**config.mk**
```make
export PLATFORM = sky130hd
export DESIGN_NAME = debug_stepper
export DESIGN_NICKNAME = d
export VERILOG_FILES = /design/src/rtl/debug_stepper_pkg.sv /design/src/rtl/debug_stepper.sv
export SDC_FILE = /design/constraint.sdc
export NUM_CORES = 1
export LEC_CHECK = 0
export CAP_MARGIN = 20
export CORE_UTILIZATION = 48
export CTS_BUF_LIST = sky130_fd_sc_hd__clkbuf_4 sky130_fd_sc_hd__clkbuf_8
export CTS_CLUSTER_DIAMETER = 50
export DETAILED_ROUTE_END_ITERATION = 8
export HOLD_SLACK_MARGIN = 0.03
export PLACE_DENSITY_LB_ADDON = 0.1
export SETUP_SLACK_MARGIN = 0.5
export SLEW_MARGIN = 20
export SYNTH_ARGS = -nofsm -noshare
export SYNTH_HDL_FRONTEND = slang
export SYNTH_SLANG_ARGS = --single-unit
```
**constraint.sdc**
```tcl
create_clock -name clk -period 3.1 [get_ports clk]
set_input_delay 0.62 -clock clk [delete_from_list [all_inputs] [get_ports clk]]
set_output_delay 0.62 -clock clk [all_outputs]
set_load 0.1 [all_outputs]
```
**src/rtl/debug_stepper_pkg.sv**
```systemverilog
// Shared encodings for the host-side debug stepper: command ops, halt causes, FSM states.
package debug_stepper_pkg;

  // Command op codes carried on cmd_op
  localparam logic [1:0] DBG_OP_HALT  = 2'd0;
  localparam logic [1:0] DBG_OP_RUN   = 2'd1;
  localparam logic [1:0] DBG_OP_STEP  = 2'd2;
  localparam logic [1:0] DBG_OP_RUN_N = 2'd3;

  // Reasons reported on halt_cause
  localparam logic [1:0] DBG_CAUSE_RESET = 2'd0;
  localparam logic [1:0] DBG_CAUSE_CMD   = 2'd1;
  localparam logic [1:0] DBG_CAUSE_COUNT = 2'd2;
  localparam logic [1:0] DBG_CAUSE_BP    = 2'd3;

  // Sequencer states
  typedef enum logic [1:0] {
    DBG_ST_FREE    = 2'd0,
    DBG_ST_HALT    = 2'd1,
    DBG_ST_STEP_HI = 2'd2,
    DBG_ST_STEP_LO = 2'd3
  } dbg_state_e;

  // Width of the shared phase counter: enough for the longer of the two phases
  function automatic int unsigned dbg_phase_w(input int unsigned hi, input int unsigned lo);
    int unsigned mx;
    mx = (hi > lo) ? hi : lo;
    return (mx > 1) ? int'($clog2(mx)) : 1;
  endfunction

endpackage

```
**src/rtl/debug_stepper.sv**
```systemverilog
// Debug sequencer driving the controller's debug_en/debug_step: run, halt, step, run-N, PC breakpoint.
module debug_stepper
  import debug_stepper_pkg::*;
#(
  parameter int unsigned STEP_HI_CYCLES = 2,
  parameter int unsigned STEP_LO_CYCLES = 2,
  parameter int unsigned COUNT_W        = 16,
  parameter bit          RESET_HALTED   = 1'b1
) (
  input  logic               clk,
  input  logic               rst_n,
  input  logic               cmd_valid,
  output logic               cmd_ready,
  input  logic [1:0]         cmd_op,
  input  logic [COUNT_W-1:0] cmd_count,
  input  logic               abort,
  input  logic               bp_en,
  input  logic [31:0]        bp_addr,
  input  logic [31:0]        pc,
  output logic               debug_en,
  output logic               debug_step,
  output logic               halted,
  output logic [1:0]         halt_cause,
  output logic [COUNT_W-1:0] steps_done
);

  localparam int unsigned    PH_W        = dbg_phase_w(STEP_HI_CYCLES, STEP_LO_CYCLES);
  localparam logic [PH_W-1:0] HI_LAST    = PH_W'(STEP_HI_CYCLES - 1);
  localparam logic [PH_W-1:0] LO_LAST    = PH_W'(STEP_LO_CYCLES - 1);
  localparam logic [COUNT_W-1:0] CNT_MAX = '1;
  localparam logic [COUNT_W-1:0] CNT_ONE = COUNT_W'(1);
  localparam dbg_state_e     RESET_STATE = RESET_HALTED ? DBG_ST_HALT : DBG_ST_FREE;

  dbg_state_e         state_q, state_d;
  logic [PH_W-1:0]    phase_q, phase_d;
  logic [COUNT_W-1:0] remaining_q, remaining_d;
  logic [COUNT_W-1:0] steps_done_q, steps_done_d;
  logic [1:0]         halt_cause_q, halt_cause_d;
  logic               bp_mask_q, bp_mask_d;
  logic               debug_en_q, debug_en_d;
  logic               debug_step_q, debug_step_d;
  logic               halted_q, halted_d;
  logic               cmd_ready_q, cmd_ready_d;

  logic               cmd_accept_c;
  logic               bp_hit_c;
  logic [COUNT_W-1:0] run_count_c;

  assign cmd_accept_c = cmd_valid & cmd_ready_q;
  assign bp_hit_c     = bp_en & (pc == bp_addr);

  // Next-state, counter and registered-output logic
  always_comb begin
    state_d      = state_q;
    phase_d      = phase_q;
    remaining_d  = remaining_q;
    steps_done_d = steps_done_q;
    halt_cause_d = halt_cause_q;
    bp_mask_d    = 1'b0;
    run_count_c  = (cmd_op == DBG_OP_STEP) ? CNT_ONE : cmd_count;

    unique case (state_q)
      DBG_ST_FREE, DBG_ST_HALT: begin
        if (cmd_accept_c) begin
          steps_done_d = '0;
          unique case (cmd_op)
            DBG_OP_HALT: begin
              state_d      = DBG_ST_HALT;
              halt_cause_d = DBG_CAUSE_CMD;
            end
            DBG_OP_RUN: begin
              state_d   = DBG_ST_FREE;
              // Let the CPU leave a PC that still matches the breakpoint
              bp_mask_d = 1'b1;
            end
            default: begin
              remaining_d = run_count_c;
              phase_d     = '0;
              if (run_count_c == '0) begin
                state_d      = DBG_ST_HALT;
                halt_cause_d = DBG_CAUSE_COUNT;
              end else begin
                state_d = DBG_ST_STEP_HI;
              end
            end
          endcase
        end else if ((state_q == DBG_ST_FREE) && bp_hit_c && !bp_mask_q) begin
          state_d      = DBG_ST_HALT;
          halt_cause_d = DBG_CAUSE_BP;
        end
      end

      DBG_ST_STEP_HI: begin
        if (phase_q == HI_LAST) begin
          state_d = DBG_ST_STEP_LO;
          phase_d = '0;
          if (steps_done_q != CNT_MAX) steps_done_d = steps_done_q + CNT_ONE;
          if (remaining_q != '0)       remaining_d  = remaining_q - CNT_ONE;
        end else begin
          phase_d = phase_q + PH_W'(1);
        end
      end

      DBG_ST_STEP_LO: begin
        if (phase_q == LO_LAST) begin
          phase_d = '0;
          if (abort) begin
            state_d      = DBG_ST_HALT;
            halt_cause_d = DBG_CAUSE_CMD;
          end else if (bp_hit_c) begin
            state_d      = DBG_ST_HALT;
            halt_cause_d = DBG_CAUSE_BP;
          end else if (remaining_q == '0) begin
            state_d      = DBG_ST_HALT;
            halt_cause_d = DBG_CAUSE_COUNT;
          end else begin
            state_d = DBG_ST_STEP_HI;
          end
        end else begin
          phase_d = phase_q + PH_W'(1);
        end
      end
    endcase

    debug_en_d   = (state_d != DBG_ST_FREE);
    debug_step_d = (state_d == DBG_ST_STEP_HI);
    halted_d     = (state_d == DBG_ST_HALT);
    cmd_ready_d  = (state_d == DBG_ST_FREE) || (state_d == DBG_ST_HALT);
  end

  // State and output registers with synchronous reset
  always_ff @(posedge clk) begin
    if (!rst_n) begin
      state_q      <= RESET_STATE;
      phase_q      <= '0;
      remaining_q  <= '0;
      steps_done_q <= '0;
      halt_cause_q <= DBG_CAUSE_RESET;
      bp_mask_q    <= 1'b0;
      debug_en_q   <= RESET_HALTED;
      debug_step_q <= 1'b0;
      halted_q     <= RESET_HALTED;
      cmd_ready_q  <= 1'b1;
    end else begin
      state_q      <= state_d;
      phase_q      <= phase_d;
      remaining_q  <= remaining_d;
      steps_done_q <= steps_done_d;
      halt_cause_q <= halt_cause_d;
      bp_mask_q    <= bp_mask_d;
      debug_en_q   <= debug_en_d;
      debug_step_q <= debug_step_d;
      halted_q     <= halted_d;
      cmd_ready_q  <= cmd_ready_d;
    end
  end

  assign cmd_ready  = cmd_ready_q;
  assign debug_en   = debug_en_q;
  assign debug_step = debug_step_q;
  assign halted     = halted_q;
  assign halt_cause = halt_cause_q;
  assign steps_done = steps_done_q;

endmodule

```
==> impl_results.md, run 1 <==
- Run status: finished clean
- EDFF count, synth: 0
- Compound-Gate Fraction of Synth Area: 0.185
- Max incr delay on CP: 0.58 ns
- Synthesized Nets: 425
- Routed WL per cell: 14.6 um
- Lkg Pwr: 1.50 nW
- GRT Total Usage: 0.260
- Worst path top cell family by delay: simple AND/OR/NAND/NOR gates
- TritonRoute pass-1 iters: 4
- MaxCap Viol Count: 0
- Mapped Cells: 336
- Slowest-stage cell, CP: clkdlybuf4s50_1
- Grt total ovfl: 0
- Crit-path cells: clkdlybuf4s50_1 -> nand3b_1 -> and2_1 -> or4_4 -> or3_1 -> xnor2_1 -> nor2_1
- Port Buffers: 108
- CP startpoint kind: input pin
- Fmax: 406 MHz
- Final setup TNS: 0 ns
- CTS H-tree lvls: 2
- Clock Root Buffer: clkbuf_8
- Total CTS buffers: 5
- Clock sinks: 42
- Most common cell in the synthesized netlist: dfxtp_1
- Worst Max-Slew Pin Slew: 0.541 ns
- Mapped cell area: 2710 um^2
- Largest net degree at the start of global routing: 21
- Num rows: 26
- Xor/xnor share of the synthesized area: 0.152
- Drt drc: 0
- Final setup fails: 0
- Worst setup path class: input pin to register
- Relative slew slack: 0.636
- Post_cts resized: 0
- Vias per inst: 5.72
- Synth cell types: 55
- Critical path buffer and inverter count: 1
- Clk buf depth: 2
- DR iter-0 viols: 164
- Synth top cells by count: dfxtp_1 (42), nand2_1 (37), xor2_1 (35), nor2_1 (32), a21oi_1 (16)
- Final worst path period need: 2.46 ns
- Slew Limit Fails: 0
- Placement-stage worst setup slack: 0.285 ns
- Post-route ant nets: 0
- Area grow syn2layout: 45.1%
- Die X-Extent: 77.1 um
- Chip Height: 77.1 um
- Crit end category: register
- Die area: 5950 um^2
- Origin of the worst setup path: cmd_valid
- Max VDD drop: 0.360 mV
- Setup repair bufs after CTS: 0
- Syn Area/Cell: 8.06 um^2
- Power per cell area: 415 nW/um^2
- Design Area, Final: 3930 um^2
- Share of cells above drive strength 1: 0.120
- DP Area: 3790 um^2
- FF-to-FF Start: remaining_q[0]$_SDFFE_PN0P_
- Seq/Total Area, Yosys: 0.311
- Final worst setup slack: 0.636 ns
- Largest family of logic cells by synthesized area: simple AND/OR/NAND/NOR gates
- N_diodes: 0
- Post-Synth Adder-Cell Area: 0.00924
- Data arrival time of the critical path: 2.64 ns
- Fin nets: 530
- CP max FO: 5
- Vias in the first global route: 2,843
- Post-synthesis mux area share: 0.0166
- Initial antenna violation count: 0
- Clock latency on the worst-skew pair: 0.30 ns
- Prevailing post-synth register cell: dfxtp_1
- Boundary Pins: 109
- First-pass GRT wire length: 12,500 um
- Hold Crit Class: register to register
- Unrepaired setup endpoints after global routing: no
- CTS Hold Buffers Added: 0
- Clock skew: 0.00857 ns
- Yosys Warn Count: 0
- Hpwl dp: 5840 um
- Worst EP required: 3.27 ns
- Clock Pin Slew Worst Setup and Hold Paths: 0.09 ns
- Simple-gate share of the synthesized area: 0.292
- Final worst-path cycle share: 0.795
- Final hold violations: 0
- Top cell type by total area after synthesis: dfxtp_1
- DR vias: 2,929
- Final WL: 7490 um
- Asr flop ratio synth: 0
- Placeable Area: 5270 um^2
- Initial Util: 0.514
- Synth top area share: 0.311
- CTS tree: done
- Gpl congestion: 0.859
- Count of state elements after synthesis: 42
- Hold Startpoint: halt_cause[1]$_SDFFE_PN0P_
- Top post-synthesis cells by area: dfxtp_1 (31%), xor2_1 (11%), nand2_1 (5.1%)
## flip-flops by register name (all words and copies together) (netlist names)
register / cells
remaining_q: 16
steps_done: 16
halt_cause: 2
state_q: 2
bp_mask_q: 1
cmd_ready: 1
debug_en: 1
debug_step: 1
halted: 1
phase_q: 1
## logic make-up after synthesis
group                    Yosys count
AO/OA/AOI/OAI                     70
XOR/XNOR                          47
adder cells (fa/ha/maj)            2
buffers and inverters             22
flip-flops                        42
multiplexers                       4
AND/OR/NAND/NOR                  149
## layer usage
| layer | up-vias | share of wire | GRT usage |
|---|---|---|---|
| li1 | 1421 | - | - |
| met1 | 1382 | 0.41 | 0.312 |
| met2 | 115 | 0.50 | 0.463 |
| met3 | 11 | 0.071 | 0.0488 |
| met4 | 0 | 0.014 | 0.0830 |
| met5 | - | 0 | 0 |
## worst paths after layout
check                                end  slack [ns]  depth (start not counted)
max          steps_done[14]$_SDFFE_PN0P_        0.64                          7
max reg2reg  remaining_q[2]$_SDFFE_PN0P_        0.69                          8
min reg2reg   halt_cause[1]$_SDFFE_PN0P_        0.47                          2
min           halt_cause[1]$_SDFFE_PN0P_        0.47                          2
## worst reg2reg max path, stage by stage (launching register included)
cell and delay (ns):
dfxtp_1 0.34, inv_1 0.08, ha_1 0.23, nor4b_4 0.32
and2_1 0.30, a31o_2 0.22, and2_1 0.45, nor2_1 0.11
o221a_2 0.28
## area by class of cell
cell class,count,area [um^2]
Clock buffer,5,68.8
Tap cell,70,87.6
Sequential cell,42,842
Fill cell,408,1340
Inverter,7,26.3
Timing Repair Buffer,113,1060
Clock inverter,3,43.8
Multi-Input combinational cell,272,1800
## power by group
part           switching (mW)  leakage [nW]  internal [mW]
registers              0.0452         0.342          0.575
logic                   0.318          1.10          0.252
clock network           0.200        0.0585          0.241
total                   0.563          1.50           1.07
## layout by cell type (no fill, tap or decap), types with 4 or more instances in the layout
master and n:
dfxtp_1 41, buf_4 27, nor4_1 14, xor2_1 35
nor2b_1 4, o211ai_1 5, inv_1 7, xnor2_1 12
o31ai_1 5, a32o_1 4, and2_1 7, nand3_1 14
nor3_1 11, o21ai_0 11, a21oi_1 16, clkbuf_8 5
nor2_1 32, clkdlybuf4s50_1 86, nand2_1 36
## through the flow
stage | cells | utilization | power (mW) | hold WS [ns]
3_3_place_gp | 504 | 0.720 | 1.17 | 0.450
4_1_cts | 512 | 0.741 | 1.63 | 0.473
2_1_floorplan | 336 | - | 0.983 | 0.465
5_1_grt | 512 | 0.745 | 1.71 | 0.502
3_5_place_dp | 504 | 0.720 | 1.18 | 0.462
6_report | 512 | 0.745 | 1.63 | 0.472
Note: power is estimated with default switching activity, not from simulation.
==> run 2: changes to the inputs <==
- CORE_UTILIZATION: 48 -> 45
- clock period: 3.1 -> 2.57 ns (I/O delays scaled with it)
==> run 2 against run 1 <==
Effect of this change:
- non-clock buffer count rose by 30
- die area increased by 6.5%
- routed wire length grew 9.8%
- via count increased by 4.3%
- count of clock-buffer cells in the layout did not move
- critical path type is now register to register
- critical endpoint unchanged
- largest cell class unchanged
- largest power group is now combinational cells
- highest routed layer unchanged
==> impl_results.md, run 2 (synthesis results as in run 1) <==
- Run status: finished clean (unchanged)
- Post-route ant nets: 0 (unchanged)
- Placeable Area: 5640 um^2 (was 5270 um^2)
- Unrepaired setup endpoints after global routing: yes (was no)
- Crit end category: register (unchanged)
- Clock sinks: 42 (unchanged)
- Crit path to: steps_done[14]$_SDFFE_PN0P_ (unchanged)
- First-pass GRT wire length: 12,600 um (was 12,500 um)
- Initial antenna violation count: 0 (unchanged)
- Origin of the worst setup path: state_q[1]$_SDFF_PN0_ (was cmd_valid)
- Die area: 6330 um^2 (was 5950 um^2)
- Commonest non-fill, non-tap cells in the layout: buf_4 (54), nand2_1 (36), xor2_1 (35) (was clkdlybuf4s50_1 (86), dfxtp_1 (41), nand2_1 (36))
- Data arrival time of the critical path: 2.24 ns (was 2.64 ns)
- TritonRoute pass-1 iters: 4 (unchanged)
- Worst setup path class: register to register (was input pin to register)
- Die X-Extent: 79.6 um (was 77.1 um)
- R2r endpoint: steps_done[14]$_SDFFE_PN0P_ (was remaining_q[2]$_SDFFE_PN0P_)
- Relative slew slack: 0.626 (was 0.636)
- Clock Pin Slew Worst Setup and Hold Paths: 0.10 ns (was 0.09 ns)
- Crit-path cells: buf_6 -> nand3b_1 -> and2_4 -> or4_4 -> or3_1 -> xnor2_1 -> nor2_1 (was clkdlybuf4s50_1 -> nand3b_1 -> and2_1 -> or4_4 -> or3_1 -> xnor2_1 -> nor2_1)
- Initial Util: 0.480 (was 0.514)
- Worst EP required: 2.76 ns (was 3.27 ns)
- CTS tree: done (unchanged)
- Largest net degree at the start of global routing: 31 (was 21)
- DR vias: 3,056 (was 2,929)
- FF-to-FF Start: state_q[1]$_SDFF_PN0_ (was remaining_q[0]$_SDFFE_PN0P_)
- Share of cells above drive strength 1: 0.309 (was 0.120)
- CP max FO: 5 (unchanged)
- GRT Total Usage: 0.255 (was 0.260)
- MaxCap Viol Count: 0 (unchanged)
- Final Util: 0.742 (was 0.745)
- Commonest non-fill, non-tap cell in the layout: buf_4 (was clkdlybuf4s50_1)
- Port Buffers: 108 (unchanged)
- CTS Hold Buffers Added: 0 (unchanged)
- Register-to-Register Path Depth: 7 (was 8)
- Final hold violations: 0 (unchanged)
- N_diodes: 0 (unchanged)
- Chip Height: 79.6 um (was 77.1 um)
- Clock Root Buffer: clkbuf_8 (unchanged)
- CTS H-tree lvls: 2 (unchanged)
- Flop2flop setup slack: 0.52 ns (was 0.69 ns)
- Gpl congestion: 0.878 (was 0.859)
- Worst Max-Slew Pin Slew: 0.560 ns (was 0.541 ns)
- Final setup fails: 0 (unchanged)
- Hold Crit Class: register to register (unchanged)
- Slowest-stage cell, CP: or4_4 (was clkdlybuf4s50_1)
- Drt drc: 0 (unchanged)
- Lkg Pwr: 1.77 nW (was 1.50 nW)
- Max incr delay on CP: 0.53 ns (was 0.58 ns)
- Fin nets: 560 (was 530)
- Num rows: 27 (was 26)
- Final worst path period need: 2.05 ns
- Total CTS buffers: 5 (unchanged)
- Boundary Pins: 109 (unchanged)
- Final worst-path cycle share: 0.797
- Hpwl dp: 6010 um (was 5840 um)
- Routed WL per cell: 15.1 um (was 14.6 um)
- Multi-input logic area: 1920 um^2 (was 1800 um^2)
- Clk buf depth: 2 (unchanged)
- Reg area: 882 um^2 (was 842 um^2)
- DR iter-0 viols: 192 (was 164)
- Clock skew: 0.0130 ns (was 0.00857 ns)
- Max VDD drop: 0.251 mV (was 0.360 mV)
- Final worst setup slack: 0.522 ns (was 0.636 ns)
- Placement-stage worst setup slack: -0.170 ns (was 0.285 ns)
- Layout fillers: 459 (was 408)
- Power per cell area: 473 nW/um^2 (was 415 nW/um^2)
- Slew Limit Fails: 0 (unchanged)
- Clock latency on the worst-skew pair: 0.31 ns (was 0.30 ns)
- Area grow syn2layout: 54.5% (was 45.1%)
- Fmax: 488 MHz
- Vias per inst: 5.62 (was 5.72)
- Vias in the first global route: 2,812 (was 2,843)
- Grt total ovfl: 0 (unchanged)
- CP startpoint kind: register (was input pin)
- Final WL: 8230 um (was 7490 um)
## run 2: layout make-up
class | count | area share
tap | 72 | 0.0215
multi-input combinational | 272 | 0.460
clock inverter | 3 | 0.00598
timing repair buffer | 143 | 0.279
sequential | 42 | 0.211
clock buffer | 5 | 0.0164
inverter | 7 | 0.00628
## run 2: worst min-delay path by stage
stage,startpoint,endpoint,slack [ns],depth (start not counted)
floorplan,remaining_q[7]$_SDFFE_PN0P_,remaining_q[7]$_SDFFE_PN0P_,0.46,2
global placement,halt_cause[1]$_SDFFE_PN0P_,halt_cause[1]$_SDFFE_PN0P_,0.45,2
detailed placement,halt_cause[1]$_SDFFE_PN0P_,halt_cause[1]$_SDFFE_PN0P_,0.45,2
CTS,halt_cause[1]$_SDFFE_PN0P_,halt_cause[1]$_SDFFE_PN0P_,0.47,2
global route,halt_cause[1]$_SDFFE_PN0P_,halt_cause[1]$_SDFFE_PN0P_,0.50,2
finish,halt_cause[1]$_SDFFE_PN0P_,halt_cause[1]$_SDFFE_PN0P_,0.46,2
## run 2: where the power goes
group	switching, mW	total [mW]	internal (mW)
clock network	0.265	0.462	0.196
logic	0.428	0.770	0.342
registers	0.0518	0.745	0.693
total	0.745	1.98	1.23
## run 2: repair_timing
item                                    CTS  global route
endpoints found under the hold margin     0             0
pin swaps                                52            15
endpoints found under the setup margin   24            17
resized for setup                       168            33
gates cloned                              0             0
buffers inserted                          7             4
## run 2: per-layer routing
layer,vias up,global-route usage,routed length [um]
met4,0,0.102,112
met5,-,0,0
met3,15,0.0537,686
met2,151,0.454,4140
met1,1409,0.294,3290
li1,1481,-,-
## run 2: per-stage QoR
step	TNS (ns)	cell area [um^2]	hold slack [ns]	power (mW)	instances
finish	0	4180	0.462	1.98	544
global route	0	4180	0.505	2.07	544
CTS	0	4090	0.467	1.93	540
detailed placement	-0.676	3980	0.450	1.47	525
global placement	-0.232	3980	0.447	1.46	525
floorplan	0	2750	0.465	1.19	336
## run 2: critical path, delay by kind of cell (launching register included)
| family | cells | cell delay [ns] |
|---|---|---|
| XOR/XNOR | 1 | 0.18 |
| buffers and inverters | 1 | 0.12 |
| flip-flops | 1 | 0.34 |
| AND/OR/NAND/NOR | 5 | 1.30 |
